**config.mk**
```make
export PLATFORM = sky130hd
export DESIGN_NAME = fsma_chan_arb_flat
export DESIGN_NICKNAME = d
export VERILOG_FILES = /design/src/rtl/fsma_chan_arb_pkg.sv /design/src/rtl/fsma_chan_arb_if.sv /design/src/rtl/fsma_rr_pick.sv /design/src/rtl/fsma_chan_arb.sv /design/src/flat_wrapper.sv
export SDC_FILE = /design/constraint.sdc
export NUM_CORES = 1
export LEC_CHECK = 0
export CAP_MARGIN = 20
export CORE_MARGIN = 2
export CORE_UTILIZATION = 30
export CTS_CLUSTER_SIZE = 24
export DETAILED_ROUTE_END_ITERATION = 8
export PLACE_DENSITY_LB_ADDON = 0.25
export SETUP_SLACK_MARGIN = 0.4
export SYNTH_ARGS = -nofsm -noshare
export SYNTH_HDL_FRONTEND = slang
export SYNTH_SLANG_ARGS = --single-unit
export TNS_END_PERCENT = 10
```
**constraint.sdc**
```tcl
create_clock -name clock -period 2.25 [get_ports clock]
set_input_delay 0.3375 -clock clock [delete_from_list [all_inputs] [get_ports clock]]
set_output_delay 0.3375 -clock clock [all_outputs]
set_load 0.03 [all_outputs]
```
**src/rtl/fsma_chan_arb_pkg.sv**
```systemverilog
// Shared types and sizing helpers for the packet-level channel arbiter.
// The beat-counter helper matters only when FSMA_ARB_WATCHDOG_EN is defined.
package fsma_arb_pkg;

    typedef enum logic {
        ARB_IDLE = 1'b0,
        ARB_PKT  = 1'b1
    } arb_state_t;

    localparam int NUM_REQ_DEF     = 4;
    localparam int PKT_MAX_LEN_DEF = 16;

    // Requester index width; kept at least 1 bit.
    function automatic int id_w(input int n);
        return (n > 2) ? $clog2(n) : 1;
    endfunction

    localparam int ID_W = id_w(NUM_REQ_DEF);

    // Beat counter width, able to hold the value max_len itself.
    function automatic int cnt_w(input int max_len);
        return $clog2(max_len + 1);
    endfunction

endpackage

```
**src/rtl/fsma_chan_arb_if.sv**
```systemverilog
// Source-side and channel-side beat handshakes of the packet arbiter.
// A beat moves on a lane in any cycle where that lane's valid and ready are both 1.
interface fsma_chan_arb_if #(
    parameter int NUM_REQ = 4
);
    logic [NUM_REQ-1:0] req_valid;
    logic [NUM_REQ-1:0] req_head;
    logic [NUM_REQ-1:0] req_tail;
    logic [NUM_REQ-1:0] req_ready;
    logic               out_valid;
    logic               out_head;
    logic               out_tail;
    logic               out_ready;

    modport master (
        output req_valid, req_head, req_tail, out_ready,
        input  req_ready, out_valid, out_head, out_tail
    );

    modport slave (
        input  req_valid, req_head, req_tail, out_ready,
        output req_ready, out_valid, out_head, out_tail
    );
endinterface

```
**src/rtl/fsma_rr_pick.sv**
```systemverilog
// Combinational round-robin picker: first set request at or after ptr,
// wrapping from NUM_REQ-1 back to 0.
module fsma_rr_pick
    import fsma_arb_pkg::*;
#(
    parameter int NUM_REQ = 4,
    parameter int ID_W    = id_w(NUM_REQ)
) (
    input  logic [NUM_REQ-1:0] req,
    input  logic [ID_W-1:0]    ptr,
    output logic               found,
    output logic [ID_W-1:0]    idx
);

    logic [ID_W-1:0] w_cand;

    // Scan from the farthest offset down so the nearest candidate wins.
    always_comb begin
        found  = 1'b0;
        idx    = '0;
        w_cand = '0;
        for (int k = NUM_REQ - 1; k >= 0; k--) begin
            w_cand = ID_W'((int'(ptr) + k) % NUM_REQ);
            if (req[w_cand]) begin
                found = 1'b1;
                idx   = w_cand;
            end
        end
    end

endmodule

```
**src/rtl/fsma_chan_arb.sv**
```systemverilog
// Packet-level round-robin arbiter: the grant locks on a head beat and releases after the tail.
// Define FSMA_ARB_WATCHDOG_EN to force a tail and pulse err_len after PKT_MAX_LEN beats.
module fsma_chan_arb
    import fsma_arb_pkg::*;
#(
    parameter  int NUM_REQ     = 4,
    parameter  int PKT_MAX_LEN = 16,
    localparam int GID_W       = id_w(NUM_REQ)
) (
    input  logic              clock,
    input  logic              reset_n,
    fsma_chan_arb_if.slave    bus,
    output logic [GID_W-1:0]  grant_id,
    output logic              busy,
    output logic              err_len,
    output arb_state_t        o_state_dbg,
    output logic [GID_W-1:0]  o_ptr_dbg
);

    arb_state_t       r_state, w_state_nxt;
    logic [GID_W-1:0] r_grant, w_grant_nxt;
    logic [GID_W-1:0] r_ptr, w_ptr_nxt;
    logic [NUM_REQ-1:0] w_cands;
    logic             w_found;
    logic [GID_W-1:0] w_pick;
    logic             w_xfer;
    logic             w_wd_hit;

    assign w_cands = bus.req_valid & bus.req_head;

    fsma_rr_pick #(
        .NUM_REQ (NUM_REQ),
        .ID_W    (GID_W)
    ) u_pick (
        .req   (w_cands),
        .ptr   (r_ptr),
        .found (w_found),
        .idx   (w_pick)
    );

`ifdef FSMA_ARB_WATCHDOG_EN
    localparam int CNT_W = cnt_w(PKT_MAX_LEN);
    logic [CNT_W-1:0] r_cnt, w_cnt_nxt;

    // The beat that would be number PKT_MAX_LEN is the one that closes the packet.
    assign w_wd_hit = (r_state == ARB_PKT) && bus.req_valid[r_grant]
                    && (r_cnt == CNT_W'(PKT_MAX_LEN - 1));
    assign err_len  = w_xfer & w_wd_hit & ~bus.req_tail[r_grant];

    always_comb begin
        w_cnt_nxt = r_cnt;
        if (r_state == ARB_IDLE && w_found) begin
            w_cnt_nxt = '0;
        end else if (w_xfer && r_cnt != CNT_W'(PKT_MAX_LEN)) begin
            w_cnt_nxt = r_cnt + CNT_W'(1);
        end
    end

    always_ff @(posedge clock or negedge reset_n) begin
        if (!reset_n) r_cnt <= '0;
        else          r_cnt <= w_cnt_nxt;
    end
`else
    logic w_unused_len;
    assign w_unused_len = (PKT_MAX_LEN > 0);
    assign w_wd_hit     = 1'b0;
    assign err_len      = 1'b0;
`endif

    // Channel mux: only the owner is visible downstream, and only it sees ready.
    always_comb begin
        bus.req_ready = '0;
        bus.out_valid = 1'b0;
        bus.out_head  = 1'b0;
        bus.out_tail  = 1'b0;
        if (r_state == ARB_PKT) begin
            bus.out_valid          = bus.req_valid[r_grant];
            bus.out_head           = bus.req_head[r_grant];
            bus.out_tail           = bus.req_tail[r_grant] | w_wd_hit;
            bus.req_ready[r_grant] = bus.out_ready;
        end
    end

    assign w_xfer = bus.out_valid & bus.out_ready;

    always_comb begin
        w_state_nxt = r_state;
        w_grant_nxt = r_grant;
        w_ptr_nxt   = r_ptr;
        case (r_state)
            ARB_IDLE: begin
                if (w_found) begin
                    w_state_nxt = ARB_PKT;
                    w_grant_nxt = w_pick;
                end
            end
            ARB_PKT: begin
                if (w_xfer && bus.out_tail) begin
                    w_state_nxt = ARB_IDLE;
                    w_ptr_nxt   = (r_grant == GID_W'(NUM_REQ - 1)) ? '0 : r_grant + GID_W'(1);
                end
            end
            default: w_state_nxt = ARB_IDLE;
        endcase
    end

    always_ff @(posedge clock or negedge reset_n) begin
        if (!reset_n) begin
            r_state <= ARB_IDLE;
            r_grant <= '0;
            r_ptr   <= '0;
        end else begin
            r_state <= w_state_nxt;
            r_grant <= w_grant_nxt;
            r_ptr   <= w_ptr_nxt;
        end
    end

    assign busy        = (r_state == ARB_PKT);
    assign grant_id    = busy ? r_grant : '0;
    assign o_state_dbg = r_state;
    assign o_ptr_dbg   = r_ptr;

endmodule

```
**src/flat_wrapper.sv**
```systemverilog
// flat-port wrapper written by rule: the top's interface ports become plain ports
module fsma_chan_arb_flat import fsma_arb_pkg::*;
#(
    parameter  int NUM_REQ     = 4,
    parameter  int PKT_MAX_LEN = 16,
    localparam int GID_W       = id_w(NUM_REQ)
)
  (clock, reset_n, grant_id, busy, err_len, o_state_dbg, o_ptr_dbg, bus_req_valid, bus_req_head, bus_req_tail, bus_out_ready, bus_req_ready, bus_out_valid, bus_out_head, bus_out_tail);
  fsma_chan_arb_if #(.NUM_REQ(NUM_REQ)) bus_i ();
  input  logic clock;
  input  logic reset_n;
  output logic [GID_W-1:0] grant_id;
  output logic busy;
  output logic err_len;
  output arb_state_t o_state_dbg;
  output logic [GID_W-1:0] o_ptr_dbg;
  input wire logic [$bits(bus_i.req_valid)-1:0] bus_req_valid;
  input wire logic [$bits(bus_i.req_head)-1:0] bus_req_head;
  input wire logic [$bits(bus_i.req_tail)-1:0] bus_req_tail;
  input wire logic [$bits(bus_i.out_ready)-1:0] bus_out_ready;
  output wire logic [$bits(bus_i.req_ready)-1:0] bus_req_ready;
  output wire logic [$bits(bus_i.out_valid)-1:0] bus_out_valid;
  output wire logic [$bits(bus_i.out_head)-1:0] bus_out_head;
  output wire logic [$bits(bus_i.out_tail)-1:0] bus_out_tail;
  assign bus_i.req_valid = bus_req_valid;
  assign bus_i.req_head = bus_req_head;
  assign bus_i.req_tail = bus_req_tail;
  assign bus_i.out_ready = bus_out_ready;
  assign bus_req_ready = bus_i.req_ready;
  assign bus_out_valid = bus_i.out_valid;
  assign bus_out_head = bus_i.out_head;
  assign bus_out_tail = bus_i.out_tail;
  fsma_chan_arb #(.NUM_REQ(NUM_REQ), .PKT_MAX_LEN(PKT_MAX_LEN)) u_core (.clock(clock), .reset_n(reset_n), .bus(bus_i), .grant_id(grant_id), .busy(busy), .err_len(err_len), .o_state_dbg(o_state_dbg), .o_ptr_dbg(o_ptr_dbg));
endmodule
```
# Word level (Yosys, flattened, before mapping)
# Index checks and enable logic that the tools add are counted.
[totals]
ff_bits = 5
latchBits = 0
ram_bits = 0
rom_bits = 0
in_bits = 15
out_inout_bits = 14
elab_cells = 55
mem_count = 0
[classes]
n_addsub = 4
n_mul = 0
n_div = 0
order_cmp = 6
n_eq_ne = 1
shift = 0
n_mux = 33
bitwise = 4
n_reduce_logical = 4
[ops]
columns = ["operator", "count"]
rows = [
  ["1-bit 2-to-1 mux", 17],
  ["2-bit by 3-bit < comparator with 1-bit output (second input constant)", 5],
  ["1-bit binary-select mux with 2-bit select", 7],
  ["2-bit 2-to-1 mux", 6],
  ["4-bit AND", 2],
  ["2-bit by 1-bit adder with 2-bit output (second input constant)", 2],
  ["2-bit adder (second input constant)", 2],
  ["4-bit 2-to-1 mux", 1],
  ["2-bit AND reduction", 2],
  ["1-bit demux with 2-bit select", 1],
  ["2-bit == test (second input constant)", 1],
  ["2-bit by 1-bit >= comparator with 1-bit output (second input constant)", 1],
  ["1-bit logical AND", 2],
  ["1-bit case mux with 2 select lines", 1],
  ["1-bit AND", 1],
  ["1-bit inverter", 1],
]

# Depth between registers and ports, before layout
# Gate-level depths: netlist of the first run.
[logic_depth]
ltp_word = 9
ltp_mapped = 5

# By module
# Synthesis of the first run repeated with hierarchy kept, for this count alone.
[unflattened]
cells_unflattened = 64
area_unflattened_um2 = 549.3
[by_module_without_submodules]
columns = ["mod", "n_inst", "cells_per_inst", "area_per_inst_um2", "seq_area_each_um2"]
rows = [
  ["fsma_chan_arb", 1, 51, 471.7, 125.1],
  ["fsma_rr_pick", 1, 13, 77.6, 0.0],
]

# Least setup slack after synthesis of the first run
# OpenSTA, ideal clock, no wires.
[synth_path]
path_type = "register to output"
startpoint = "register u_core.r_grant[0]"
endpoint = "output port bus_out_tail"
arrival_time_ps = 1289
setup_slack_ps = 624
stages_incl_launch_ff = 4
cell_sequence = "dfrtp_1 > buf_6 > mux4_2 > and2_1"
[synth_via]
elab_chain_cells = 3
[synth_rtl]
columns = ["element", "line_no", "text"]
rows = [
  ["start, declared", "fsma_chan_arb.sv:21", "logic [GID_W-1:0] r_grant, w_grant_nxt;"],
  ["start signal, assigned", "fsma_chan_arb.sv:114", "r_grant <= w_grant_nxt;"],
  ["1-bit binary-select mux with 2-bit select", "fsma_chan_arb.sv:79", "bus.out_tail = bus.req_tail[r_grant] | w_wd_hit;"],
  ["1-bit 2-to-1 mux (implied by the code)", "fsma_chan_arb.sv:79", ""],
  ["1-bit 2-to-1 mux", "fsma_chan_arb.sv:76", "if (r_state == ARB_PKT) begin"],
  ["end, declared", "flat_wrapper.sv:24", "output wire logic [$bits(bus_i.out_tail)-1:0] bus_out_tail;"],
]
# No other way between the ends. The select of a mux whose other input is x is not followed.

# Worst setup path in the final report of the first run
[layout_path]
startpoint = "input port bus_req_valid[3]"
endpoint = "output port bus_out_valid"
[layout_via]
elab_chain_cells = 3
[layout_rtl]
columns = ["element", "line_no", "text"]
rows = [
  ["start, declared", "flat_wrapper.sv:17", "input wire logic [$bits(bus_i.req_valid)-1:0] bus_req_valid;"],
  ["1-bit binary-select mux with 2-bit select", "fsma_chan_arb.sv:77", "bus.out_valid = bus.req_valid[r_grant];"],
  ["1-bit 2-to-1 mux (implied by the code)", "fsma_chan_arb.sv:77", ""],
  ["1-bit 2-to-1 mux", "fsma_chan_arb.sv:76", ""],
  ["end, declared", "flat_wrapper.sv:22", "output wire logic [$bits(bus_i.out_valid)-1:0] bus_out_valid;"],
]
# No other way between the ends. The select of a mux whose other input is x is not followed.

==> impl_metrics.ini, run 1 <==
[floorplanning]
start_util = 0.3274
fp.coreArea_um2 = 1559
die_x_um = 45.25
dieArea_um2 = 2048
die_h_um = 45.25
ios = 29
rows = 14

[routing]
drcViolationCount = 0
wl_per_cell_um = 12.62
drt_wl_total_um = 1363
postRouteAntennaNets = 0
vias_per_cell = 4.963
dr.pass1.iters = 4
vias = 536
drt_iter0_drc = 6

[synth]
synth_xor_xnor_area_share = 0
yosys.area_share.simple = 0.2451
synth_area_um2 = 510.5
ys_ff_latch = 5
avgSynthCellArea_um2 = 9.632
synth_top_family_by_area = simple AND/OR/NAND/NOR gates
synthCells = 53
synthAdderAreaFrac = 0.09804
ys_types = 26
synth_seq_area_share = 0.2451
synthMuxAreaShare = 0.1691
synth_compound_area_frac = 0.1544
ys_warn_count = 0
synth.net_count = 72

[grt]
overflow = 0
grtUsageTotal = 0.1589
grt_max_degree = 16
grt_antenna_before_repair = 0
grt_pass1_vias = 543
grt_pass1_wl_um = 2352

[run_status]
status = completed

[setup_path]
critPathMaxFanout = 2
end_kind = output pin
worst-setup-path-type = in -> out
worstPathRequired_ns = 1.91
crit_chain = clkdlybuf4s50_1 -> mux4_2 -> and2_2 -> buf_2
critPathArrivalTime_ns = 1.61
max_stage_delay_ns = 0.48
critPathLaunchType = input port
slowest_stage = mux4_2

[clock_tree]
cts_tree = built
cts.htree.levels = 1
hold_buffers = 0
clk_path_buf_depth = 2
path_clk_slew_ns = 0.04
cts_sinks = 5
cts_buffers = 3
worstSkewPairLatency_ns = 0.24
cts-root-buf = clkbuf_4

[sta]
slew_viol_final = 0
setup_violations = 0
fmax_mhz = 513.0
hold_violations = 0
finalCriticalPeriod_ns = 1.949
rsz0062_at_grt = yes
clock-skew-final_ns = 0.002930
holdWs_ns = 0.3098
fin_crit_sh = 0.8664

[layout]
area_growth_syn_to_layout_pct = 69.61
nets = 112
stdcell_count = 108
diodes = 0
final_util = 0.5554
final_area_um2 = 865.8
drive_gt1_frac = 0.3043

[placed_design]
place_area_um2 = 853.3
place.gp.congestion = 0.7397
dpl.hpwl_um = 1072
portBuffers = 27
dp_cells = 103

[pwr]
power_leakage_nw = 0.4167
p_total_mw = 1.065
powerDensity_nw_per_um2 = 1230
irDropWorstVdd_mv = 0.5317

[worst_hold_path]
hold_path.class = in -> async

[run]
drv_cap = 0
report_power, final:
group / total, mW / switching (mW) / internal (mW)
Combinational: 0.744 / 0.388 / 0.356
Sequential: 0.219 / 0.0833 / 0.136
Clock: 0.102 / 0.0352 / 0.0669
metal layers:
layer | wire (um) | vias up | part of all wire | track usage
li1 | - | 269 | - | -
met1 | 628 | 241 | 0.46 | 0.2010
met2 | 603 | 22 | 0.44 | 0.2686
met5 | 0 | - | 0 | 0
met3 | 102 | 4 | 0.075 | 0.02000
met4 | 29 | 0 | 0.021 | 0.07059
sequential cells by signal, summed over array words and instances, names as in the netlist:
name / cells
u_core.o_ptr_dbg: 2
u_core.busy: 1
u_core.r_grant: 2
synthesized netlist by cell type (all sizes together):
cell type	n	area [um2]
nand4	1	21.27
a21boi	1	7.510
o21ai	2	10.01
or3	1	6.260
and2	5	33.78
nand2	8	30.03
clkbuf	1	3.750
nand3	1	5.000
a41o	1	10.01
o21a	1	7.510
nor2	1	3.750
mux2	1	15.01
a22o	1	10.01
mux4	3	71.32
inv	3	11.26
o41ai	1	8.760
dfrtp	5	125.1
conb	1	3.750
o31ai	2	15.01
and3	4	25.02
ha	4	50.05
a21oi	2	10.01
buf	3	26.27
cell usage in the layout (no fill, tap or decap), types with 3 or more instances in the layout:
cell type and count:
clkdlybuf4s50_1 19, dfrtp_1 3, clkbuf_4 3, and3_1 4, ha_1 4, buf_4 12, nand2_1 8, and2_1 3
dlygate4sd2_1 3, inv_1 3, buf_2 3
critical path: cells and delay by family:
| kind | cells | cell delay, ns |
|---|---|---|
| buf+inv | 2 | 0.59 |
| mux | 1 | 0.48 |
| simple gates | 1 | 0.20 |
final timing paths:
check / start / end / slack (ns) / cells after the start
min in group clock: u_core.o_ptr_dbg[0]$_DFFE_PN0P_ / u_core.o_ptr_dbg[0]$_DFFE_PN0P_ / 0.58 / 2
worst min-delay path: reset_n / u_core.r_grant[1]$_DFFE_PN0P_ / 0.31 / 1
worst max-delay path: bus_req_valid[3] / bus_out_valid / 0.30 / 4
worst min register to register: u_core.o_ptr_dbg[0]$_DFFE_PN0P_ / u_core.o_ptr_dbg[0]$_DFFE_PN0P_ / 0.58 / 2
max in group asynchronous: reset_n / u_core.busy$_DFF_PN0_ / 1.75 / 1
worst max register to register: u_core.r_grant[1]$_DFFE_PN0P_ / u_core.o_ptr_dbg[1]$_DFFE_PN0P_ / 0.51 / 5
area by class of cell:
| type | count | area (um2) |
|---|---|---|
| fill | 148 | 693.2 |
| multi-input combinational | 41 | 344.1 |
| timing repair buffer | 39 | 336.6 |
| sequential | 5 | 127.6 |
| clock buffer | 4 | 26.28 |
| tap | 16 | 20.02 |
| inverter | 3 | 11.26 |
kinds of logic (layout without fill, tap and decap cells):
logic type / count (synthesis) / count (layout)
AO/OA/AOI/OAI: 11 / 11
adder cells (fa/ha/maj): 4 / 4
buffers and inverters: 7 / 46
flip-flops: 5 / 5
multiplexers: 4 / 4
other: 1 / 1
AND/OR/NAND/NOR: 21 / 21
repair_timing:
| action | CTS | global route |
|---|---|---|
| cloned | 0 | 0 |
| setup buffers | 0 | 1 |
| gates resized for setup | 22 | 3 |
| endpoints found under the setup margin | 11 | 10 |
metrics by stage:
step	setup WS [ns]	setup TNS [ns]
after floorplan	0.6237	0
final	0.3005	0
after global placement	-0.1045	-0.2450
after CTS	0.2833	0
after global routing	0.2518	0
after detailed placement	-0.1219	-0.2952
Power figures use the tool's default switching activity.
==> run 2, diff against run 1 <==
CTS_BUF_LIST = sky130_fd_sc_hd__clkbuf_16   (was default)
CTS_CLUSTER_SIZE = default   (was 24)
SKIP_CTS_REPAIR_TIMING = 1   (was default)
==> run 2 against run 1 <==
Final cell count fell by 0.93%. Power rose by 19%. Clock-buffer cell count is 1 lower.
==> impl_metrics.ini, run 2 (synthesis results as in run 1) <==
[run_status]
status = completed

[sta]
clock-skew-final_ns = 0.0005888
holdWs_ns = 0.3293
fin_crit_sh = 0.9172
finalCriticalPeriod_ns = 2.064
hold_violations = 0
rsz0062_at_grt = yes
setup_violations = 0
tns_ns = 0
slew_viol_final = 0
fmax_mhz = 484.6

[clock_tree]
cts.htree.levels = 1
cts_buffers = 3
cts_sinks = 5
clk_path_buf_depth = 2
worstSkewPairLatency_ns = 0.22
path_clk_slew_ns = 0.03
cts-root-buf = clkbuf_16
cts_tree = built

[setup_path]
max_stage_delay_ns = 0.66
crit-reg2reg-launch = u_core.r_grant[1]$_DFFE_PN0P_
worstSetupStartpoint = u_core.busy$_DFF_PN0_
critPathMaxFanout = 15
crit_chain = and2_2 -> clkdlybuf4s50_1
reg2reg_to = u_core.o_ptr_dbg[1]$_DFFE_PN0P_
critPathArrivalTime_ns = 1.73
ff2ff_setup_slack_ns = 0.58
end_kind = output pin
worst-setup-path-type = reg -> out
slowest_stage = clkdlybuf4s50_1
critPathLaunchType = register
worstPathRequired_ns = 1.91
rr_worst_depth = 4
critPathCapture = grant_id[1]

[pwr]
p_total_mw = 1.266
power_leakage_nw = 0.5291
irDropWorstVdd_mv = 0.6321
powerDensity_nw_per_um2 = 1334

[floorplanning]
start_util = 0.3274
die_x_um = 45.25
rows = 14
ios = 29
dieArea_um2 = 2048
die_h_um = 45.25
fp.coreArea_um2 = 1559

[placed_design]
portBuffers = 27
dpl.hpwl_um = 1072
place.gp.congestion = 0.7397

[routing]
vias = 524
drcViolationCount = 0
drt_wl_total_um = 1370
drt_iter0_drc = 7
dr.pass1.iters = 4
wl_per_cell_um = 12.80
vias_per_cell = 4.897
postRouteAntennaNets = 0

[layout]
nets = 111
area_growth_syn_to_layout_pct = 86.03
fillers = 137
layout_commonest_cell = clkdlybuf4s50_1
final_cell_mix = 20 x clkdlybuf4s50_1, 11 x buf_4, 8 x nand2_1
seqCellArea_um2 = 125.1
drive_gt1_frac = 0.2308
diodes = 0
multi_input_area_um2 = 344.1

[grt]
grt_antenna_before_repair = 0
grt_pass1_wl_um = 2366
overflow = 0
grtUsageTotal = 0.1606
grt_max_degree = 16
grt_pass1_vias = 557

[run]
drv_cap = 0

[worst_hold_path]
hold_path.class = in -> async
## run 2: cell types whose count changed in the layout (fill, tap and decap cells not counted), moves of 3 or more
cell            before  now
buf_2                3    0
clkbuf_4             3    0
dlygate4sd2_1        3    0
dlymetal6s2s_1       0    7
clkbuf_16            0    3
## run 2: how the worst min path moves through the flow
stage | start | to | slack (ns) | cells past startpoint
final | reset_n | u_core.r_grant[1]$_DFFE_PN0P_ | 0.33 | 1
after global routing | reset_n | u_core.r_grant[1]$_DFFE_PN0P_ | 0.35 | 1
after CTS | reset_n | u_core.r_grant[0]$_DFFE_PN0P_ | 0.33 | 1
after detailed placement | reset_n | u_core.r_grant[1]$_DFFE_PN0P_ | 0.57 | 1
after global placement | reset_n | u_core.busy$_DFF_PN0_ | 0.56 | 1
after floorplan | reset_n | u_core.busy$_DFF_PN0_ | 0.04 | 0
## run 2: metal layers
metal | vias to the layer above | part of all wire | global-route usage
li1 | 267 | - | -
met1 | 237 | 0.45 | 0.1985
met2 | 20 | 0.46 | 0.2686
met3 | 0 | 0.088 | 0.02000
met4 | 0 | 0 | 0.08824
met5 | - | 0 | 0
## run 2: stage by stage
step	setup slack [ns]	std cells	cell area [um2]	util
4_1_cts	-0.1308	107	932.1	0.5979
5_1_grt	0.09950	107	949.7	0.6091
6_report	0.1864	107	949.7	0.6091
3_3_place_gp	-0.1045	103	853.3	0.5474
3_5_place_dp	-0.1219	103	853.3	0.5474
2_1_floorplan	0.6237	53	510.5	-
## run 2: area by class of cell
| type | instances | area share |
|---|---|---|
| inverters | 3 | 0.01186 |
| flip-flops and latches | 5 | 0.1318 |
| well taps | 16 | 0.02108 |
| multi-input cells | 41 | 0.3623 |
| clock inverters | 1 | 0.003953 |
| clock buffers | 3 | 0.07905 |
| repair buffers | 38 | 0.3900 |
## run 2: where the power goes
part / leakage (nW) / total [mW] / internal, mW / switching, mW
sequential: 0.0603 / 0.215 / 0.133 / 0.0823
combinational: 0.427 / 0.770 / 0.385 / 0.385
clock: 0.0423 / 0.281 / 0.229 / 0.0516
total: 0.529 / 1.27 / 0.748 / 0.519
## run 2: worst max-delay path, delay by kind of cell, from the launching register on
family / cells / cell delay (ns)
flops: 1 / 0.61
buf+inv: 1 / 0.66
simple gates: 1 / 0.23
==> run 3, diff against run 2 <==
ABC_AREA = 1   (was default)
CORE_ASPECT_RATIO = 1.4   (was default)
==> run 3 against run 2 <==
The flow now finishes with violations (DRC). Routed wire length grew 33%. Setup slack got worse by 0.046 ns. Die area up 37%. Synthesized area grew 40%. Sequential power grew 10%. Utilization shrank 13 points. Flip-flop and latch count is the same. First-iteration DRC count up 71%. Synthesized cell count is 130% higher. Clock power rose by 2%. Critical path type unchanged.
==> impl_metrics.ini, run 3 <==
[run_status]
status = complete, but fails checks
violations = DRC

[setup_path]
crit_chain = inv_2 -> ha_1 -> inv_1 -> nor2_1 -> clkdlybuf4s50_1
slowest_stage = clkdlybuf4s50_1
max_stage_delay_ns = 0.67
worst-setup-path-type = reg -> out
end_kind = output pin
worstPathRequired_ns = 1.91
ff2ff_setup_slack_ns = 0.74
worst-path-buf-inv = 3
reg2reg_to = u_core.r_grant[0]$_DFFE_PN0P_
cp_top_family = buffers and inverters
rr_worst_depth = 8
crit-reg2reg-launch = u_core.o_ptr_dbg[0]$_DFFE_PN0P_
critPathArrivalTime_ns = 1.77
critPathLaunchType = register
critPathMaxFanout = 7

[synth]
synthCells = 124
synth_edf_count = 0
synth_xor_xnor_area_share = 0
synth_compound_area_frac = 0.1049
synth_top_family_by_area = simple AND/OR/NAND/NOR gates
synth_area_um2 = 715.7
synthAdderAreaFrac = 0.06993
ys_types = 21
yosys.area.top_type = nand2_1
synth.net_count = 143
yosysMostFrequentCell = nand2_1
ys_ff_latch = 5
avgSynthCellArea_um2 = 5.772
yosysTopAreaCellShare = 0.2413
synth-async-reset-ratio = 1.000
synth_top_flop_cell = dfrtp_1
synth_area_leaders = nand2_1 24%, dfrtp_1 17%, nor2_1 8.9%, ha_1 7.0%, inv_1 6.3%
synthMuxAreaShare = 0
synth_seq_area_share = 0.1748
synth_top_cells_by_count = 46 x nand2_1, 17 x nor2_1, 12 x inv_1
yosys.area_share.simple = 0.5017
ys_warn_count = 0

[placed_design]
place_area_um2 = 980.9
place.gp.congestion = 0.7990
dp_cells = 170
portBuffers = 27
dpl.hpwl_um = 1543

[layout]
final_cell_mix = 46 x nand2_1, 22 x clkdlybuf4s50_1, 17 x nor2_1
area_growth_syn_to_layout_pct = 49.65
layout_commonest_cell = nand2_1
drive_gt1_frac = 0.1447
final_area_um2 = 1071
stdcell_count = 174
nets = 172
diodes = 0
final_util = 0.4809

[routing]
drt_wl_total_um = 1819
postRouteAntennaNets = 0
wl_per_cell_um = 10.45
dr.pass1.iters = 6
vias = 824
vias_per_cell = 4.736
drcViolationCount = 1
drt_iter0_drc = 12

[grt]
grt_max_degree = 12
grt_pass1_wl_um = 3167
grtUsageTotal = 0.1516
overflow = 0
grt_antenna_before_repair = 0
grt_pass1_vias = 782

[pwr]
irDropWorstVdd_mv = 0.6308
power_leakage_nw = 0.6080
p_total_mw = 1.649
powerDensity_nw_per_um2 = 1539

[clock_tree]
cts_tree = built
path_clk_slew_ns = 0.03
worstSkewPairLatency_ns = 0.23
cts_sinks = 5
clk_path_buf_depth = 2
cts_buffers = 3
cts-root-buf = clkbuf_16
cts.htree.levels = 1

[sta]
finalCriticalPeriod_ns = 2.109
rsz0062_at_grt = yes
clock-skew-final_ns = 0.0009080
hold_violations = 0
fin_crit_sh = 0.9374
fmax_mhz = 474.1
tns_ns = 0
setup_violations = 0
slew_viol_final = 0

[worst_hold_path]
hold_path.class = in -> async

[run]
drv_cap = 0

[floorplanning]
start_util = 0.3213
die_h_um = 61.79
ios = 29
rows = 20
dieArea_um2 = 2798
fp.coreArea_um2 = 2227
die_x_um = 45.28
run 3: per-stage QoR:
step,setup WS (ns),hold slack [ns]
finish,0.1408,0.3373
global route,0.03633,0.3597
CTS,-0.02743,0.3443
detailed placement,0.007504,0.5826
global placement,0.02240,0.5769
floorplan,0.5688,0.04191
run 3: metal layers:
metal  global-route usage  part of all wire
met1               0.1541              0.42
met2               0.3082              0.54
met3              0.03468             0.034
met4              0.02521            0.0088
met5                    0                 0
run 3: logic make-up (layout without fill, tap and decap cells):
group / Yosys count / in the layout
buffers and inverters: 20 / 48
DFF: 5 / 5
adders and majority gates: 4 / 4
and+or+nand+nor: 82 / 82
other: 1 / 1
AOI/OAI and AO/OA: 12 / 12
run 3: worst max-delay path by stage:
stage,startpoint,to,slack [ns],cells past startpoint
finish,u_core.r_grant[1]$_DFFE_PN0P_,bus_req_ready[1],0.14,5
global route,u_core.r_grant[1]$_DFFE_PN0P_,bus_req_ready[1],0.04,5
CTS,u_core.r_grant[0]$_DFFE_PN0P_,bus_out_valid,-0.03,6
detailed placement,bus_req_head[0],bus_out_head,0.008,6
global placement,bus_req_head[0],bus_out_head,0.02,6
floorplan,u_core.r_grant[0]$_DFFE_PN0P_,bus_out_tail,0.57,6
run 3: final cells by class:
type,count,area (um2)
clock inverter,1,3.754
sequential,5,126.4
clock buffer,3,75.07
tap,22,27.53
multi-input combinational,99,488.0
timing repair buffer,28,285.3
inverter,16,65.06
fill,239,1156
run 3: power breakdown:
part	internal (mW)	switching, mW	total (mW)
Sequential	0.132	0.105	0.237
Clock	0.230	0.0580	0.288
Combinational	0.440	0.684	1.12
Total	0.802	0.847	1.65
